--- src/rtl/traffic_phase_ctrl.sv ---
// Phase sequencer for a main/side intersection. It drives an external countdown
// timer and decodes the lamp and walk outputs from its state register.
module traffic_phase_ctrl #(
  parameter int unsigned WIDTH = 32'd4,
  parameter int unsigned T_MG  = 32'd9,
  parameter int unsigned T_Y   = 32'd2,
  parameter int unsigned T_AR  = 32'd1,
  parameter int unsigned T_SG  = 32'd5
) (
  input  logic             clk,
  input  logic             rst,
  input  logic             side_req,
  input  logic             ped_req,
  input  logic             timer_done,
  output logic             timer_load,
  output logic             timer_enable,
  output logic [WIDTH-1:0] timer_load_value,
  output logic [2:0]       main_light,
  output logic [2:0]       side_light,
  output logic             walk
);

  typedef enum logic [2:0] {
    INIT        = 3'd0,
    MAIN_GREEN  = 3'd1,
    MAIN_YELLOW = 3'd2,
    ALL_RED_A   = 3'd3,
    SIDE_GREEN  = 3'd4,
    SIDE_YELLOW = 3'd5,
    ALL_RED_B   = 3'd6
  } state_t;

  localparam logic [WIDTH-1:0] LV_MG = WIDTH'(T_MG);
  localparam logic [WIDTH-1:0] LV_Y  = WIDTH'(T_Y);
  localparam logic [WIDTH-1:0] LV_AR = WIDTH'(T_AR);
  localparam logic [WIDTH-1:0] LV_SG = WIDTH'(T_SG);

  // Kept as a plain vector so the unused code 3'b111 is representable.
  logic [2:0] state_r;
  state_t     next_state;
  logic       req_pending_r;
  logic       ped_pending_r;
  logic       walk_active_r;
  logic       enter_sg;

  // Next-state and timer control.
  always_comb begin
    next_state       = state_t'(state_r);
    timer_load       = 1'b0;
    timer_load_value = '0;
    timer_enable     = 1'b1;
    enter_sg         = 1'b0;
    case (state_r)
      INIT: begin
        next_state       = MAIN_GREEN;
        timer_load       = 1'b1;
        timer_load_value = LV_MG;
        timer_enable     = 1'b0;
      end
      MAIN_GREEN: begin
        // With no request the timer parks at zero and green is held.
        if (timer_done && req_pending_r) begin
          next_state       = MAIN_YELLOW;
          timer_load       = 1'b1;
          timer_load_value = LV_Y;
        end else begin
          next_state = MAIN_GREEN;
        end
      end
      MAIN_YELLOW: begin
        if (timer_done) begin
          next_state       = ALL_RED_A;
          timer_load       = 1'b1;
          timer_load_value = LV_AR;
        end else begin
          next_state = MAIN_YELLOW;
        end
      end
      ALL_RED_A: begin
        if (timer_done) begin
          next_state       = SIDE_GREEN;
          timer_load       = 1'b1;
          timer_load_value = LV_SG;
          enter_sg         = 1'b1;
        end else begin
          next_state = ALL_RED_A;
        end
      end
      SIDE_GREEN: begin
        if (timer_done) begin
          next_state       = SIDE_YELLOW;
          timer_load       = 1'b1;
          timer_load_value = LV_Y;
        end else begin
          next_state = SIDE_GREEN;
        end
      end
      SIDE_YELLOW: begin
        if (timer_done) begin
          next_state       = ALL_RED_B;
          timer_load       = 1'b1;
          timer_load_value = LV_AR;
        end else begin
          next_state = SIDE_YELLOW;
        end
      end
      ALL_RED_B: begin
        if (timer_done) begin
          next_state       = MAIN_GREEN;
          timer_load       = 1'b1;
          timer_load_value = LV_MG;
        end else begin
          next_state = ALL_RED_B;
        end
      end
      default: begin
        next_state   = INIT;
        timer_enable = 1'b0;
      end
    endcase
  end

  // Lamp and walk decode, driven only from registers.
  always_comb begin
    main_light = 3'b100;
    side_light = 3'b100;
    case (state_r)
      MAIN_GREEN:  main_light = 3'b001;
      MAIN_YELLOW: main_light = 3'b010;
      SIDE_GREEN:  side_light = 3'b001;
      SIDE_YELLOW: side_light = 3'b010;
      default: begin
        main_light = 3'b100;
        side_light = 3'b100;
      end
    endcase
    walk = (state_r == SIDE_GREEN) && walk_active_r;
  end

  // State and request latches; a new request wins over the service clear.
  always_ff @(posedge clk) begin
    if (rst) begin
      state_r       <= INIT;
      req_pending_r <= 1'b0;
      ped_pending_r <= 1'b0;
      walk_active_r <= 1'b0;
    end else begin
      state_r <= next_state;
      if (side_req || ped_req) begin
        req_pending_r <= 1'b1;
      end else if (enter_sg) begin
        req_pending_r <= 1'b0;
      end else begin
        req_pending_r <= req_pending_r;
      end
      if (enter_sg) begin
        walk_active_r <= ped_pending_r | ped_req;
        ped_pending_r <= 1'b0;
      end else begin
        walk_active_r <= walk_active_r;
        ped_pending_r <= ped_pending_r | ped_req;
      end
    end
  end

endmodule
--- config.mk ---
export PLATFORM = sky130hd
export DESIGN_NAME = traffic_phase_ctrl
export DESIGN_NICKNAME = d
export VERILOG_FILES = /design/src/rtl/traffic_phase_ctrl.sv
export SDC_FILE = /design/constraint.sdc
export NUM_CORES = 1
export LEC_CHECK = 0
export CAP_MARGIN = 20
export CORE_AREA = 2 2 39 41
export DETAILED_ROUTE_END_ITERATION = 10
export DIE_AREA = 0 0 41 43
export GPL_ROUTABILITY_DRIVEN = 0
export HOLD_SLACK_MARGIN = 0.02
export PLACE_DENSITY = 0.8
export SETUP_SLACK_MARGIN = 0.3
export SLEW_MARGIN = 20
export SYNTH_ARGS = -nofsm -noshare
export SYNTH_HDL_FRONTEND = slang
export SYNTH_SLANG_ARGS = --single-unit
--- constraint.sdc ---
create_clock -name clk -period 1.3 [get_ports clk]
set_input_delay 0.195 -clock clk [delete_from_list [all_inputs] [get_ports clk]]
set_output_delay 0.195 -clock clk [all_outputs]
set_load 0.05 [all_outputs]
Word level (Yosys, flattened, before mapping)

Index checks and enable logic that the tools add are counted.
Widths: inputs -> output; s select.

Bits in registers: 6
Bits of input ports: 5
Output and inout bits: 13
Word-level logic and storage cells: 42

Equality and inequality tests: 6
Muxes and demuxes: 22
Bitwise operators: 1
Reduce and logical (&&, ||, !) cells: 9

Operators by type and width:

| kind               | number |
|---|---|
| $pmux 4 s6         | 1 |
| $pmux 3 s7         | 1 |
| $pmux 3 s2         | 2 |
| $eq 3x3->1 const B | 3 |
| $mux 1             | 9 |
| $mux 3             | 3 |
| $mux 2             | 4 |
| $eq 3x2->1 const B | 2 |
| $reduce_or 6->1    | 1 |
| $reduce_or 5->1    | 1 |
| $mux 4             | 1 |
| $reduce_or 2->1    | 2 |
| $eq 3x1->1 const B | 1 |
| $logic_not 3->1    | 1 |
| $pmux 1 s3         | 1 |
| $logic_and 1x1->1  | 2 |
| $reduce_bool 2->1  | 1 |
| $logic_or 1x1->1   | 1 |
| $or 1x1->1         | 1 |

Logic depth before layout (Yosys ltp)

Depth in word-level cells: 4
Mapped depth: 6
Depth with buffers taken out: 5

Least setup slack after synthesis

Ideal clock, no wire load.

Kind: reg2out
Start: reg state_r[1]
End: out main_light[2]
Data arrival time: 2.275 ns
Data required time: 1.105 ns
Path slack: -1.170 ns
Cell stages (with the launch flop): 5
Buffers on the path: 1
Path through: dfxtp_1 -> buf_4 -> inv_1 -> nor3_1 -> nor2_1

Cells in the longest elaborated chain, start to end: 2
Elaborated cells on any way between the ends: 3

RTL lines:

| what                                            | line | RTL |
|---|---|---|
| start, declared                                 | 39   | `logic [2:0] state_r;` |
| start signal, assigned                          | 148  | `state_r <= next_state;` |
| $eq 3x2->1 / $eq 3x1->1 (equally long branches) | 127  | `case (state_r)` |
| $pmux 3 s2 *                                    | 127  |  |
| end, declared                                   | 18   | `output logic [2:0] main_light,` |

Mark *: on every way between the ends. The rest lies on a longest branch, timed or not.

Worst setup path in the final report

Start: reg state_r[1]
End: out timer_enable

Cells in the longest elaborated chain, start to end: 3
Elaborated cells on any way between the ends: 8

RTL lines:

| what                                     | line | RTL |
|---|---|---|
| $eq 3x3->1, or another cell as far along | 53   | `case (state_r)` |
| $reduce_or 6->1 (no line) *              | --   |  |
| $mux 1 *                                 | 53   |  |
| end, declared                            | 16   | `output logic timer_enable,` |

Marks and branches as above.

==> reports/qor.yml <==
hp-start: "walk_active_r"
drt_iter0_drc: 3
min_to: "walk_active_r"
grt_overflow: 0
final_area_um2: 1119
post_route_cells_drive_above_1_share: 0.7282
die_area_um2: 1763
min_period_ps: 1601
clk_pin_slew_worst_paths_ps: 40
netlist_area_um2: 461.7
cts_sinks: 6
clock-root-buffer: "clkbuf_4"
die_x_um: 41
first_pass_iters: 3
peakVddDrop_uv: 499.0
setup_viol: 13
vias: 588
ant_nets: 0
yosysMostFrequentCell: "nor2_1"
r2r_start: "state_r[0]"
drc: 0
synthFlopType: "dfxtp_1"
ys_async_sr_fraction: 0
avgSynthCellArea_um2: 7.569
failed_checks: "setup timing"
routedWlPerCell_um: 13.17
grt_max_degree: 10
r2r-end: "walk_active_r"
syn_inst: 61
yosysWarnings: 0
start_util: 0.3336
ys_top_cells_by_area: "dfxtp_1, a21oi_1, nor2_1"
synth.net_count: 68
worst_setup_path_end_kind: "output port"
fp.dieH_um: 43
intPower_uw: 501.7
cp.required_ps: 1110
slew_violations: 0
synth_enable_flop_cells: 0
seq_power_share: 0.262
portBuffers: 17
outcome: "finished, violations left"
dp_hpwl_um: 1179
area_growth_pct: 142.3
path_class: "flip-flop to output port"
relSlewSlack: 0.8243
power.density_nw_per_um2: 708.8
comb_power_share: 0.529
fin_skew_ps: 1.025
yosysSeqAreaShare: 0.2602
drv_cap: 0
grt_pass1_wl_um: 2394
grt_pass1_vias: 593
swShare: 0.3672
yosysTopAreaCellShare: 0.2602
fin_ws_ps: -301.0
place_area_um2: 949.7
switchingPower_uw: 291.1
p_leak_uw: 0.0004736
max_freq_mhz: 624.6
ioPinCount: 18
viasPerCell: 4.941
ys_seq_elements: 6
place_ws_ps: -248.4
hold_path_class: "flip-flop to flip-flop"
numCtsBuffers: 3
cts_tree: "yes"
synth_common_cells: "nor2_1, a21oi_1, dfxtp_1"
startpoint_type: "flip-flop"
cts_buffer_depth: 2
yosys.area.top_type: "dfxtp_1"
crit_arrival_ps: 1410
h-tree-depth: 1
core_area_um2: 1384
holdWs_ps: 516.7
grtUsageTotal: 0.1986
worstRegToRegCells: 6
hold_viol: 0
rows: 14
worstPathMaxFanout: 6
tightestPinTransition_ps: 260.8
diodes: 0
reg2reg_slack_ps: 10
hold_depth: 2
final_nets: 112
clock_power_share: 0.209
synth_cell_type_count: 28
clock_latency_ps: 240
cp-startpoint: "state_r[1]"
fin_crit_sh: 1.232
antenna_found_initial: 0
rsz0062_at_grt: "true"
final.setup.tns_ps: -2639
drt-total-wl_um: 1567
## worst max-delay path: stages, from the launching register on
cell,delay [ps]
dfxtp_4,410
inv_8,40
ha_4,230
or3_4,320
buf_6,160
## per-stage QoR
step,util,instances,total power [uW]
after floorplan,-,61,421.8
after global placement,0.6863,110,590.8
after detailed placement,0.6863,110,600.2
after CTS,0.7459,113,787.2
after global routing,0.8083,119,824.0
final,0.8083,119,792.9
## registers in the layout (all words and copies together) (netlist names)
signal,cells
req_pending_r,1
state_r,3
ped_pending_r,1
walk_active_r,1
## cell families after synthesis
family          share of synthesized area
compound gates                     0.2466
fa+ha+maj                         0.05419
buf+inv                            0.1111
flops                              0.2602
simple gates                       0.3279
## layout make-up
| type | count | area [um2] |
|---|---|---|
| tap | 16 | 20.02 |
| sequential | 6 | 131.4 |
| timing repair buffer | 44 | 498.0 |
| multi-input combinational | 46 | 420.4 |
| clock buffer | 3 | 22.52 |
| inverter | 4 | 26.28 |
| fill | 80 | 265.3 |
## cells in the final DEF (no fill, tap or decap), types with 3 or more instances in the layout
master           synthesis  final
buf_4                    2     22
buf_12                   0     10
buf_6                    1      7
nor2_1                   7      5
a21oi_1                  6      4
clkbuf_4                 0      3
clkdlybuf4s50_1          0      3
dfxtp_1                  6      3
dfxtp_4                  0      3
## repair_timing
action / in CTS / in global routing
hold buffers: 0 / 0
hold endpoints to repair: 0 / 0
pin swaps: 4 / 1
gates resized for setup: 18 / 10
buffers inserted: 0 / 6
setup endpoints to repair: 19 / 19
## worst max path at each step
stage	end	slack, ps	cells past startpoint
2_1_floorplan	timer_load_value[1]	-260	6
3_3_place_gp	timer_load_value[3]	-180	5
3_5_place_dp	timer_load_value[3]	-250	5
4_1_cts	timer_enable	-300	4
5_1_grt	timer_enable	-330	4
6_report	timer_enable	-300	4
## power by group through the flow
stage	Clock [uW]	Sequential, uW	Combinational [uW]
2_1_floorplan	0	206	215
3_3_place_gp	0	211	380
3_5_place_dp	0	211	389
4_1_cts	173	207	407
5_1_grt	177	208	438
6_report	166	207	420
## routing by layer
metal,vias to the layer above,share of wire,track usage
li1,299,-,-
met1,270,0.39,0.2052
met3,4,0.029,0.02618
met2,15,0.56,0.3469
met4,0,0.022,0.1200
met5,-,0,0
(Power assumes the default switching activity.)
